$ cat src/rtl/mem_arb_pkg.sv
// rtl/mem_arb_pkg.sv - shared types and constants for the memory port arbiter
package mem_arb_pkg;

    typedef enum logic [1:0] {
        IDLE = 2'd0,
        WAIT = 2'd1,
        DONE = 2'd2
    } arb_state_t;

    localparam logic SEL_IF = 1'b0;
    localparam logic SEL_DM = 1'b1;

    localparam int MEM_LAT_MIN = 1;
    localparam int MEM_LAT_MAX = 15;
    localparam int CNT_W       = 4;

endpackage

$ cat src/rtl/mem_arb_perf_ctr.sv
// rtl/mem_arb_perf_ctr.sv - saturating 32-bit event counter
module mem_arb_perf_ctr (
    input  logic        clk,
    input  logic        rst,
    input  logic        en,
    output logic [31:0] count
);

    always_ff @(posedge clk) begin
        if (!rst) begin
            count <= '0;
        end else if (en && (count != '1)) begin
            count <= count + 32'd1;
        end
    end

endmodule

$ cat src/rtl/mem_port_arbiter.sv
// rtl/mem_port_arbiter.sv - fetch/data arbiter for a shared fixed-latency memory port
// Optional wait-cycle counters are built when MEM_ARB_PERF_EN is defined.
module mem_port_arbiter
    import mem_arb_pkg::*;
#(
    parameter int ADDR_W  = 32,
    parameter int DATA_W  = 32,
    parameter int MEM_LAT = 2
) (
    input  logic              clk,
    input  logic              rst,
    input  logic              if_req,
    input  logic [ADDR_W-1:0] if_addr,
    output logic [DATA_W-1:0] if_rdata,
    output logic              if_valid,
    output logic              stall_f,
    input  logic              dm_req,
    input  logic              dm_we,
    input  logic [ADDR_W-1:0] dm_addr,
    input  logic [DATA_W-1:0] dm_wdata,
    output logic [DATA_W-1:0] dm_rdata,
    output logic              dm_valid,
    output logic              stall_m,
    output logic              mem_en,
    output logic              mem_we,
    output logic [ADDR_W-1:0] mem_addr,
    output logic [DATA_W-1:0] mem_wdata,
    input  logic [DATA_W-1:0] mem_rdata
`ifdef MEM_ARB_PERF_EN
    ,
    output logic [31:0]       perf_if_wait,
    output logic [31:0]       perf_dm_wait
`endif
);

    localparam int LAT_EFF = (MEM_LAT < MEM_LAT_MIN) ? MEM_LAT_MIN :
                             (MEM_LAT > MEM_LAT_MAX) ? MEM_LAT_MAX : MEM_LAT;
    localparam logic [CNT_W-1:0] LAT_CNT = CNT_W'(LAT_EFF);

    arb_state_t       state;
    arb_state_t       state_nxt;
    logic [CNT_W-1:0] cnt;
    logic             sel;
    logic             grant;
    logic             capture;

    always_ff @(posedge clk) begin
        if (!rst) begin
            state     <= IDLE;
            cnt       <= '0;
            sel       <= SEL_IF;
            mem_en    <= 1'b0;
            mem_we    <= 1'b0;
            mem_addr  <= '0;
            mem_wdata <= '0;
            if_rdata  <= '0;
            dm_rdata  <= '0;
            if_valid  <= 1'b0;
            dm_valid  <= 1'b0;
        end else begin
            state  <= state_nxt;
            mem_en <= grant;
            // Write enable travels with the single command strobe only.
            mem_we <= grant & dm_req & dm_we;
            if (grant) begin
                sel       <= dm_req ? SEL_DM : SEL_IF;
                mem_addr  <= dm_req ? dm_addr : if_addr;
                mem_wdata <= dm_wdata;
                cnt       <= LAT_CNT;
            end else if ((state == WAIT) && (cnt != '0)) begin
                cnt <= cnt - CNT_W'(1);
            end
            if (capture && (sel == SEL_IF)) begin
                if_rdata <= mem_rdata;
            end
            if (capture && (sel == SEL_DM)) begin
                dm_rdata <= mem_rdata;
            end
            if_valid <= capture && (sel == SEL_IF);
            dm_valid <= capture && (sel == SEL_DM);
        end
    end

    always_comb begin
        state_nxt = state;
        case (state)
            IDLE:    if (dm_req || if_req) state_nxt = WAIT;
            WAIT:    if (cnt == '0) state_nxt = DONE;
            DONE:    state_nxt = IDLE;
            default: state_nxt = IDLE;
        endcase
    end

    always_comb begin
        grant   = (state == IDLE) && (dm_req || if_req);
        capture = (state == WAIT) && (cnt == '0);
    end

    assign stall_f = if_req & ~if_valid;
    assign stall_m = dm_req & ~dm_valid;

`ifdef MEM_ARB_PERF_EN
    mem_arb_perf_ctr u_perf_if (
        .clk   (clk),
        .rst   (rst),
        .en    (stall_f),
        .count (perf_if_wait)
    );

    mem_arb_perf_ctr u_perf_dm (
        .clk   (clk),
        .rst   (rst),
        .en    (stall_m),
        .count (perf_dm_wait)
    );
`endif

endmodule

$ cat config.mk
export PLATFORM = sky130hd
export DESIGN_NAME = mem_port_arbiter
export DESIGN_NICKNAME = d
export VERILOG_FILES = /design/src/rtl/mem_arb_pkg.sv /design/src/rtl/mem_arb_perf_ctr.sv /design/src/rtl/mem_port_arbiter.sv
export SDC_FILE = /design/constraint.sdc
export NUM_CORES = 1
export LEC_CHECK = 0
export ABC_AREA = 1
export CORE_ASPECT_RATIO = 1.75
export CORE_MARGIN = 10
export CORE_UTILIZATION = 40
export DETAILED_ROUTE_END_ITERATION = 10
export PLACE_DENSITY_LB_ADDON = 0.05
export SYNTH_ARGS = -nofsm -noshare
export SYNTH_HDL_FRONTEND = slang
export SYNTH_HIERARCHICAL = 1
export SYNTH_SLANG_ARGS = --single-unit
$ cat constraint.sdc
create_clock -name clk -period 3.7 [get_ports clk]
set_input_delay 0.555 -clock clk [delete_from_list [all_inputs] [get_ports clk]]
set_output_delay 0.555 -clock clk [all_outputs]
set_load 0.01 [all_outputs]
Word level (Yosys, flattened, before mapping)
Index checks and enable logic that the tools add are counted.
{"block": "word_totals", "register_bits": 139, "latch_bits": 0, "ram_bits": 0, "mem_bits_ro": 0, "output_inout_bits": 134, "word_cells": 43, "n_memories": 0}
{"block": "op_classes", "addsub": 1, "multipliers": 0, "n_div": 0, "n_lt_le_gt_ge": 0, "n_eq_ne": 3, "n_shift": 0, "mux": 7, "n_bitwise": 8, "reduce_logical": 12}
{"operator": "$mux 32", "n": 1}
{"operator": "$mux 2", "n": 4}
{"operator": "$logic_and 1x1->1", "n": 5}
{"operator": "$and 1x1->1", "n": 4}
{"operator": "$logic_not 4->1", "n": 1}
{"operator": "$ne 2x2->1 const B", "n": 2}
{"operator": "$not 1->1", "n": 4}
{"operator": "$pmux 2 s2", "n": 1}
{"operator": "$reduce_bool 4->1", "n": 1}
{"operator": "$sub 4x1->4 const B", "n": 1}
{"operator": "$eq 2x1->1 const B", "n": 1}
{"operator": "$logic_not 2->1", "n": 1}
{"operator": "$reduce_and 2->1", "n": 1}
{"operator": "$reduce_bool 2->1", "n": 1}
{"operator": "$reduce_or 2->1", "n": 1}
{"operator": "$logic_or 1x1->1", "n": 1}
{"operator": "$mux 1", "n": 1}

Longest topological paths before layout
Gate-level depths: netlist (run 1).
{"block": "depth", "ltp_word": 4, "mapped_depth": 9, "depth_no_buf": 8}

Least setup slack after synthesis (run 1)
OpenSTA, ideal clock, no wires.
{"block": "synth_timing", "kind": "input to output", "startpoint": "input port dm_req", "endpoint": "output port stall_m", "arrival_ns": 1.197, "t_required_ns": 3.145, "slack_ns": 1.948, "stages": 4, "n_path_buf": 2, "path_cell_list": "buf_4 -> buf_2 -> inv_1 -> nor2_1"}
{"block": "synth_via", "elab_chain_cells": 1}
{"item": "from (decl)", "line_no": "mem_port_arbiter.sv:17", "rtl": "input logic dm_req,"}
{"item": "$and 1x1->1", "line_no": "mem_port_arbiter.sv:100", "rtl": "assign stall_m = dm_req & ~dm_valid;"}
{"item": "to (decl)", "line_no": "mem_port_arbiter.sv:23", "rtl": "output logic stall_m,"}
Every way passes these cells.

Worst setup path after layout (run 1)
{"block": "layout_timing", "startpoint": "input port if_req", "endpoint": "output port stall_f"}
{"block": "layout_via", "elab_chain_cells": 1}
{"item": "from (decl)", "line_no": "mem_port_arbiter.sv:12", "rtl": "input logic if_req,"}
{"item": "$and 1x1->1", "line_no": "mem_port_arbiter.sv:99", "rtl": "assign stall_f = if_req & ~if_valid;"}
{"item": "to (decl)", "line_no": "mem_port_arbiter.sv:16", "rtl": "output logic stall_f,"}
Every way passes these cells.

==> results of run 1 <==
==> power breakdown <==
| part | internal, W | switching (W) |
|---|---|---|
| Clock | 0.00110 | 0.000688 |
| Sequential | 0.00165 | 0.0000830 |
| Combinational | 0.000505 | 0.000522 |
==> registers in the layout (all words and copies together), names as in the netlist, 2 cells and up <==
| name | cells |
|---|---|
| cnt | 4 |
| dm_rdata | 32 |
| if_rdata | 32 |
| mem_addr | 32 |
| mem_wdata | 32 |
| state | 2 |
==> final cells by class <==
cell class	instances	area share
inverter	171	0.0688
sequential	139	0.298
antenna	1	0.000268
clock inverter	14	0.0197
timing repair buffer	273	0.291
tap	183	0.0246
multi-input combinational	493	0.250
clock buffer	18	0.0471
==> tightest hold or removal path: stages (launching register included) <==
cell,delay (ps)
dfxtp_1,310
nand2_1,60
nand2_1,40
==> per-layer routing <==
metal  vias to the layer above  track usage  routed length (µm)
met3                        11       0.0854                1710
met4                         0       0.0561                 235
li1                       3061            -                   -
met2                       179        0.332               10100
met5                         -            0                   0
met1                      2465        0.190                7360
==> cells in the final DEF, fill, tap and decap left out, drive strengths merged <==
cell | netlist | layout
a21oi | 2 | 2
buf | 42 | 9
bufinv | 0 | 3
clkbuf | 9 | 18
clkdlybuf4s50 | 0 | 264
clkinv | 1 | 2
clkinvlp | 0 | 4
dfxtp | 139 | 139
diode | 0 | 1
ha | 1 | 1
inv | 170 | 176
mux2i | 32 | 32
nand2 | 270 | 270
nand3 | 5 | 5
nand4 | 66 | 66
nor2 | 83 | 83
nor4 | 1 | 1
o21ai | 32 | 32
o22ai | 1 | 1
==> logic make-up (layout without fill, tap and decap cells) <==
kind of cell               after synthesis  in the layout  share of synthesized area
AOI/OAI and AO/OA                       35             35                     0.0293
DFF                                    139            139                      0.462
buffers and inverters                  222            476                      0.153
adders and majority gates                1              1                    0.00207
and+or+nand+nor                        425            425                      0.301
other                                    0              1                          0
muxes                                   32             32                     0.0531
==> through the flow <==
step / setup slack, ps / instance area (µm²) / hold slack (ps)
floorplan: 1950 / 6030 / 451
global route: 963 / 9330 / 466
detailed placement: 1090 / 8700 / 438
finish: 1260 / 9330 / 449
global placement: 1150 / 8700 / 436
CTS: 1190 / 9320 / 452
==> worst min path at each step <==
stage,cells past startpoint,startpoint,slack [ps],endpoint
6_report,2,mem_wdata[12],450,mem_wdata[12]
3_5_place_dp,2,mem_wdata[12],440,mem_wdata[12]
2_1_floorplan,2,cnt[0],450,cnt[0]
3_3_place_gp,2,mem_wdata[11],440,mem_wdata[11]
5_1_grt,2,mem_wdata[11],470,mem_wdata[11]
4_1_cts,2,mem_wdata[12],450,mem_wdata[12]
==> metrics.csv, run 1 <==
stage,metric,value,unit
worst_setup_path,startpoint,if_req,
sta,worstMarginPinSlew,861,ps
clock_tree,cts-hold-fix-buffers,0,
sta,final-hold-violation-count,0,
flow_run,cap_violations,0,
logic_synthesis,avgSynthCellArea,7.06,µm²
route,via_count,5716,
logic_synthesis,synth_top_area_cell,dfxtp_1,
finish,layout.cells.non_filler,1292,
global_routing,track_usage,0.187,
worst_setup_path,max_stage_delay,580,ps
min_path,hold_path_class,register to register,
finish,nFillCells,1358,
sta,fin_tns_setup,0,ps
worst_setup_path,crit_arrival,1890,ps
die,die_area,0.0206,mm²
route,firstDrtPassIters,4,
clock_tree,insertion_delay,410,ps
logic_synthesis,synthCells,854,
worst_setup_path,cpMostUsedCell,clkdlybuf4s50_1,
worst_setup_path,required,3140,ps
die,core_area,0.0148,mm²
clock_tree,numCtsBuffers,17,
route,ant_nets,0,
power_and_ir_drop,cellPowerDensity,487,mW/mm²
sta,grt_setup_unrepaired,false,
logic_synthesis,synth_commonest_cells,"nand2_1 (269), inv_1 (166), dfxtp_1 (139)",
worst_setup_path,crit_chain,clkdlybuf4s50_1 -> inv_1 -> nor2_1 -> clkdlybuf4s50_1,
clock_tree,root_buffer,clkbuf_16,
finish,multiInputGateArea,0.00233,mm²
power_and_ir_drop,ir_worst_vdd,0.291,mV
clock_tree,cts_buffer_depth,2,
logic_synthesis,synth_edf_count,0,
sta,fmax,409,MHz
clock_tree,tritoncts,built,
die,die_w,113,µm
finish,syn2layout_area_growth,54.7,%
worst_setup_path,r2r_cells,8,
placement,gp_congestion,0.802,
sta,setup_viol,0,
finish,seq_area,0.00278,mm²
placement,io_buffers,266,
finish,drive_gt1_frac,0.0478,
worst_setup_path,timing.rr.start,cnt[0],
die,rows,59,
clock_tree,cts_setup_buffers,0,
power_and_ir_drop,power.leakage,4.27,nW
global_routing,gr-total-overflow,0,
clock_tree,clk_pin_slew,70,ps
route,drtIter0Drc,257,
outcome,status,"finished, final reports clean",
finish,fin_nets,1229,
route,post_drt_wl_per_cell,15.0,µm
worst_setup_path,cpMaxStageDelayCell,clkdlybuf4s50_1,
worst_setup_path,worstSetupPathType,input port to output pin,
worst_setup_path,worst-path-buf-inv,3,
die,die_h,182,µm
worst_setup_path,end_kind,output pin,
sta,period_needed,2440,ps
sta,finalCritPeriodShare,0.661,
placement,dp_cells,1259,
logic_synthesis,synth_most_common_cell,nand2_1,
global_routing,grt_max_degree,67,
die,start_util,0.406,
sta,relSlewSlack,0.425,
die,ioPinCount,267,
placement,post-dp-hpwl,14500,µm
sta,drv_slew,0,
route,routed_wl,19400,µm
route,vias_per_cell,4.42,
logic_synthesis,ys_seq_area_frac,0.462,
worst_setup_path,worstPathMaxFanout,2,
power_and_ir_drop,p_total,0.00454,W
worst_setup_path,crit_end,stall_f,
logic_synthesis,yosysWarnings,6,
logic_synthesis,syn_nets,988,
logic_synthesis,synth_seq_cells,139,
global_routing,grt_pass1_wl,31000,µm
global_routing,grt_pass1_vias,5805,
worst_setup_path,rr_endpoint,dm_rdata[3],
clock_tree,ctsResizeCount,0,
worst_setup_path,path_depth,4,
logic_synthesis,synth_top_area_frac,0.462,
logic_synthesis,ys_types,23,
worst_setup_path,r2r_slack,1280,ps
worst_setup_path,critPathLaunchType,input port,
clock_tree,htree_levels,4,
route,drcViolationCount,0,
sta,fin_skew,12.9,ps
finish,utilization,0.628,
logic_synthesis,netlist_top_cells_area,"dfxtp_1 (46%), nand2_1 (17%), inv_1 (10%)",
logic_synthesis,syn_area,0.00603,mm²
global_routing,antenna_found_initial,1,
logic_synthesis,ys_async_sr_fraction,0,
clock_tree,cts.sinks,139,
worst_setup_path,critPathTopFamily,buffers and inverters,
logic_synthesis,synthFlopType,dfxtp_1,
(Power assumes the default switching activity.)
==> run 2, diff against run 1 <==
==> constraint.sdc (replaced) <==
create_clock -name clk -period 2.4 [get_ports clk]
set_input_delay 0.36 -clock clk [delete_from_list [all_inputs] [get_ports clk]]
set_output_delay 0.36 -clock clk [all_outputs]
set_load 0.01 [all_outputs]
==> run 2 against run 1 <==
Compared with the run above: largest power group unchanged; sequential power grew 53%; critical path type unchanged; global-route usage decreased by 0.12 points; setup slack got worse by 930 ps; critical endpoint unchanged.
==> metrics.csv, run 2 (synthesis results as in run 1) <==
stage,metric,value,unit,change
clock_tree,cts.sinks,139,,unchanged
finish,fin_nets,1236,,was 1229
worst_setup_path,worstPathMaxFanout,2,,unchanged
sta,period_needed,2080,ps,
sta,relSlewSlack,0.541,,was 0.425
route,post_drt_wl_per_cell,14.9,µm,was 15.0 µm
route,via_count,5814,,was 5716
clock_tree,cts-hold-fix-buffers,0,,unchanged
power_and_ir_drop,cellPowerDensity,754,mW/mm²,was 487 mW/mm²
clock_tree,clk_pin_slew,60,ps,was 70 ps
power_and_ir_drop,ir_worst_vdd,0.493,mV,was 0.291 mV
route,drtIter0Drc,191,,was 257
finish,seq_area,0.00278,mm²,unchanged
worst_setup_path,end_kind,output pin,,unchanged
clock_tree,insertion_delay,410,ps,about the same
finish,nFillCells,1377,,was 1358
clock_tree,numCtsBuffers,17,,unchanged
finish,layout_commonest_cell,nand2_1,,unchanged
clock_tree,cts_setup_buffers,0,,unchanged
route,vias_per_cell,4.48,,was 4.42
die,die_h,182,µm,unchanged
finish,utilization,0.634,,was 0.628
clock_tree,tritoncts,built,,unchanged
die,start_util,0.406,,unchanged
clock_tree,cts_buffer_depth,2,,unchanged
finish,mostFrequentLayoutCells,"nand2_1 (269), clkdlybuf4s50_1 (264), inv_1 (166), dfxtp_1 (139), nor2_1 (78)",,unchanged
die,ioPinCount,267,,unchanged
global_routing,track_usage,0.186,,was 0.187
placement,post-dp-hpwl,14500,µm,about the same
sta,final-hold-violation-count,0,,unchanged
clock_tree,ctsResizeCount,0,,unchanged
route,routed_wl,19300,µm,was 19400 µm
finish,syn2layout_area_growth,55.9,%,was 54.7%
sta,finalCritPeriodShare,0.865,,
clock_tree,root_buffer,clkbuf_16,,unchanged
worst_setup_path,required,2040,ps,was 3140 ps
sta,fin_tns_setup,0,ps,unchanged
clock_tree,htree_levels,4,,unchanged
sta,drv_slew,0,,unchanged
sta,worstMarginPinSlew,689,ps,was 861 ps
sta,fin_skew,10.2,ps,was 12.9 ps
finish,drive_gt1_frac,0.0520,,was 0.0478
worst_setup_path,critPathLaunchType,input port,,unchanged
sta,setup_viol,0,,unchanged
flow_run,cap_violations,0,,unchanged
global_routing,grt_pass1_wl,30900,µm,was 31000 µm
route,ant_nets,0,,unchanged
power_and_ir_drop,power.leakage,4.32,nW,was 4.27 nW
sta,grt_setup_unrepaired,false,,unchanged
die,core_area,0.0148,mm²,unchanged
global_routing,antenna_found_initial,1,,unchanged
global_routing,grt_max_degree,67,,unchanged
worst_setup_path,worstSetupPathType,input port to output pin,,unchanged
die,die_w,113,µm,unchanged
finish,multiInputGateArea,0.00233,mm²,unchanged
die,die_area,0.0206,mm²,unchanged
placement,io_buffers,266,,unchanged
die,rows,59,,unchanged
route,drcViolationCount,0,,unchanged
min_path,hold_path_class,input port to register,,was register to register
global_routing,grt_pass1_vias,5860,,was 5805
route,firstDrtPassIters,4,,unchanged
global_routing,gr-total-overflow,0,,unchanged
outcome,status,"finished, final reports clean",,unchanged
sta,fmax,482,MHz,
placement,gp_congestion,0.822,,was 0.802
worst_setup_path,crit_arrival,1720,ps,was 1890 ps
-- run 2: per-stage QoR --
step                      cell area [µm²]  setup WS [ps]  power (W)  hold slack, ps  cells
after floorplan                      6030           1010    0.00350             451    854
after global placement               8760            299    0.00433             436   1266
after detailed placement             8760            301    0.00434             441   1266
after CTS                            9400            286    0.00718             274   1298
after global routing                 9400            219    0.00747             297   1299
final                                9400            324    0.00709             288   1299
-- run 2: per-layer routing --
| metal | vias up | wire length (µm) | share of wire | global-route usage |
|---|---|---|---|---|
| li1 | 3083 | - | - | - |
| met1 | 2519 | 7350 | 0.38 | 0.195 |
| met2 | 188 | 9740 | 0.50 | 0.318 |
| met3 | 24 | 1710 | 0.088 | 0.0814 |
| met4 | 0 | 535 | 0.028 | 0.0719 |
| met5 | - | 0 | 0 | 0 |
-- run 2: final timing paths --
kind                                      end          start  depth (start not counted)  slack (ps)
worst max-delay path                  stall_f         if_req                          4         320
worst min-delay path                 if_valid            rst                          3         290
worst min register to register  mem_wdata[12]  mem_wdata[12]                          2         450
worst max register to register   if_rdata[30]         cnt[0]                          9         630
-- run 2: power breakdown --
group	total (W)	switching, W	internal [W]
logic	0.00162	0.000822	0.000799
registers	0.00265	0.000113	0.00254
clock network	0.00282	0.00104	0.00178
total	0.00709	0.00197	0.00512
-- run 2: worst max-delay path, stage by stage --
cell and delay (ps):
clkdlybuf4s50_1 530, inv_1 70, nor2_1 180, clkdlybuf4s50_1 580
-- run 2: final cells by class --
class / count / share of cell area
Tap cell: 183 / 0.0244
Multi-Input combinational cell: 493 / 0.248
Inverter: 171 / 0.0683
Sequential cell: 139 / 0.296
Antenna cell: 1 / 0.000266
Clock buffer: 20 / 0.0475
Clock inverter: 12 / 0.0198
Timing Repair Buffer: 280 / 0.296
==> run 3, diff against run 2 <==
--- a/config.mk
+++ b/config.mk
@@ -11,6 +11,7 @@
 export CORE_UTILIZATION = 40
 export DETAILED_ROUTE_END_ITERATION = 10
 export PLACE_DENSITY_LB_ADDON = 0.05
+export REMOVE_ABC_BUFFERS = 1
 export SYNTH_ARGS = -nofsm -noshare
 export SYNTH_HDL_FRONTEND = slang
 export SYNTH_HIERARCHICAL = 1
==> run 3 against run 2 <==
Compared with the run above: count of clock-buffer cells in the layout grew 1; cell area shrank 0.11%; via count shrank 0.41%; critical endpoint unchanged; sequential power is essentially flat.
==> metrics.csv, run 3 (synthesis results as in run 1) <==
stage,metric,value,unit,change
outcome,status,"finished, final reports clean",,unchanged
finish,multiInputGateArea,0.00233,mm²,unchanged
sta,worstMarginPinSlew,541,ps,was 689 ps
worst_setup_path,timing.rr.start,cnt[0],,unchanged
worst_setup_path,end_kind,output pin,,unchanged
worst_setup_path,worstSetupPathType,input port to output pin,,unchanged
sta,fmax,508,MHz,was 482 MHz
clock_tree,htree_levels,4,,unchanged
clock_tree,ctsResizeCount,0,,unchanged
finish,nFillCells,1331,,was 1377
sta,relSlewSlack,0.639,,was 0.541
power_and_ir_drop,ir_worst_vdd,0.505,mV,was 0.493 mV
sta,finalCritPeriodShare,0.820,,was 0.865
global_routing,grt_pass1_vias,5849,,was 5860
die,die_area,0.0206,mm²,unchanged
global_routing,gr-total-overflow,0,,unchanged
worst_setup_path,critPathLaunchType,input port,,unchanged
sta,layout_setup_ws,433,ps,was 324 ps
global_routing,grt_pass1_wl,30200,µm,was 30900 µm
clock_tree,cts_buffer_depth,2,,unchanged
min_path,hp-start,rst,,unchanged
route,via_count,5790,,was 5814
power_and_ir_drop,power.leakage,4.32,nW,about the same
worst_setup_path,rr_endpoint,if_rdata[17],,was if_rdata[30]
die,start_util,0.406,,unchanged
die,rows,59,,unchanged
worst_setup_path,required,2040,ps,about the same
finish,syn2layout_area_growth,55.7,%,was 55.9%
global_routing,grt_max_degree,41,,was 67
sta,fin_tns_setup,0,ps,unchanged
sta,fin_skew,11.6,ps,was 10.2 ps
sta,setup_viol,0,,unchanged
route,ant_nets,0,,unchanged
power_and_ir_drop,cellPowerDensity,747,mW/mm²,was 754 mW/mm²
placement,place_ws,408,ps,was 301 ps
placement,gp_congestion,0.788,,was 0.822
flow_run,cap_violations,0,,unchanged
finish,layout.cells.non_filler,1300,,was 1299
placement,io_buffers,266,,unchanged
die,die_h,182,µm,unchanged
sta,drv_slew,0,,unchanged
sta,grt_setup_unrepaired,false,,unchanged
die,core_area,0.0148,mm²,unchanged
sta,final-hold-violation-count,0,,unchanged
worst_setup_path,worstPathMaxFanout,2,,unchanged
route,vias_per_cell,4.45,,was 4.48
worst_setup_path,r2r_cells,9,,unchanged
finish,seq_area,0.00278,mm²,unchanged
clock_tree,tritoncts,built,,unchanged
die,die_w,113,µm,unchanged
worst_setup_path,r2r_slack,780,ps,was 630 ps
clock_tree,numCtsBuffers,17,,unchanged
finish,layout_commonest_cell,nand2_1,,unchanged
route,routed_wl,18800,µm,was 19300 µm
route,post_drt_wl_per_cell,14.5,µm,was 14.9 µm
clock_tree,cts-hold-fix-buffers,0,,unchanged
clock_tree,clk_pin_slew,50,ps,was 60 ps
route,drtIter0Drc,175,,was 191
finish,fin_nets,1237,,was 1236
placement,post-dp-hpwl,14200,µm,was 14500 µm
min_path,whs_path_depth,3,,unchanged
die,ioPinCount,267,,unchanged
finish,drive_gt1_frac,0.0538,,was 0.0520
min_path,hold-path-endpoint,cnt[1],,was if_valid
clock_tree,cts_setup_buffers,0,,unchanged
clock_tree,cts.sinks,139,,unchanged
finish,mostFrequentLayoutCells,"nand2_1 (269), clkdlybuf4s50_1 (264), inv_1 (166), dfxtp_1 (139), nor2_1 (78)",,unchanged
worst_setup_path,crit_arrival,1610,ps,was 1720 ps
global_routing,antenna_found_initial,1,,unchanged
global_routing,track_usage,0.180,,was 0.186
clock_tree,root_buffer,clkbuf_16,,unchanged
min_path,hold_path_class,input port to register,,unchanged
sta,period_needed,1970,ps,was 2080 ps
route,drcViolationCount,0,,unchanged
placement,dp_cells,1267,,was 1266
route,firstDrtPassIters,4,,unchanged
clock_tree,insertion_delay,420,ps,was 410 ps
[run 3: power breakdown]
group,internal [W],switching (W)
clock,0.00173,0.00102
sequential,0.00254,0.000115
combinational,0.000798,0.000808
total,0.00507,0.00195
[run 3: final cells by class]
class	instances	area share
antenna	1	0.000266
clock inverter	11	0.0168
sequential	139	0.296
tap	183	0.0244
timing repair buffer	281	0.296
inverter	171	0.0684
clock buffer	21	0.0501
multi-input combinational	493	0.248
[run 3: per-stage QoR]
stage | hold WS [ps] | power [W] | area (µm²) | util
6_report | 259 | 0.00701 | 9390 | 0.633
3_3_place_gp | 437 | 0.00432 | 8760 | 0.590
5_1_grt | 261 | 0.00739 | 9390 | 0.633
2_1_floorplan | 451 | 0.00339 | 5750 | -
4_1_cts | 243 | 0.00711 | 9390 | 0.633
3_5_place_dp | 441 | 0.00433 | 8760 | 0.590
[run 3: routing by layer]
metal	vias to the layer above	routed length, µm	track usage
met4	0	483	0.0708
met1	2504	7130	0.183
li1	3074	-	-
met5	-	0	0
met3	23	1860	0.0897
met2	189	9340	0.305
[run 3: how the worst max path moves through the flow]
| stage | slack, ps | depth (start not counted) | from | end |
|---|---|---|---|---|
| 3_5_place_dp | 410 | 7 | if_req | mem_wdata[1] |
| 4_1_cts | 420 | 4 | if_req | stall_f |
| 6_report | 430 | 4 | if_req | stall_f |
| 3_3_place_gp | 420 | 4 | if_req | stall_f |
| 2_1_floorplan | -590 | 8 | cnt[0] | dm_rdata[0] |
| 5_1_grt | 390 | 4 | if_req | stall_f |
[run 3: critical path, stage by stage]
cell and delay, ps:
clkdlybuf4s50_1 530, inv_1 60, nor2_1 80, clkdlybuf4s50_1 570
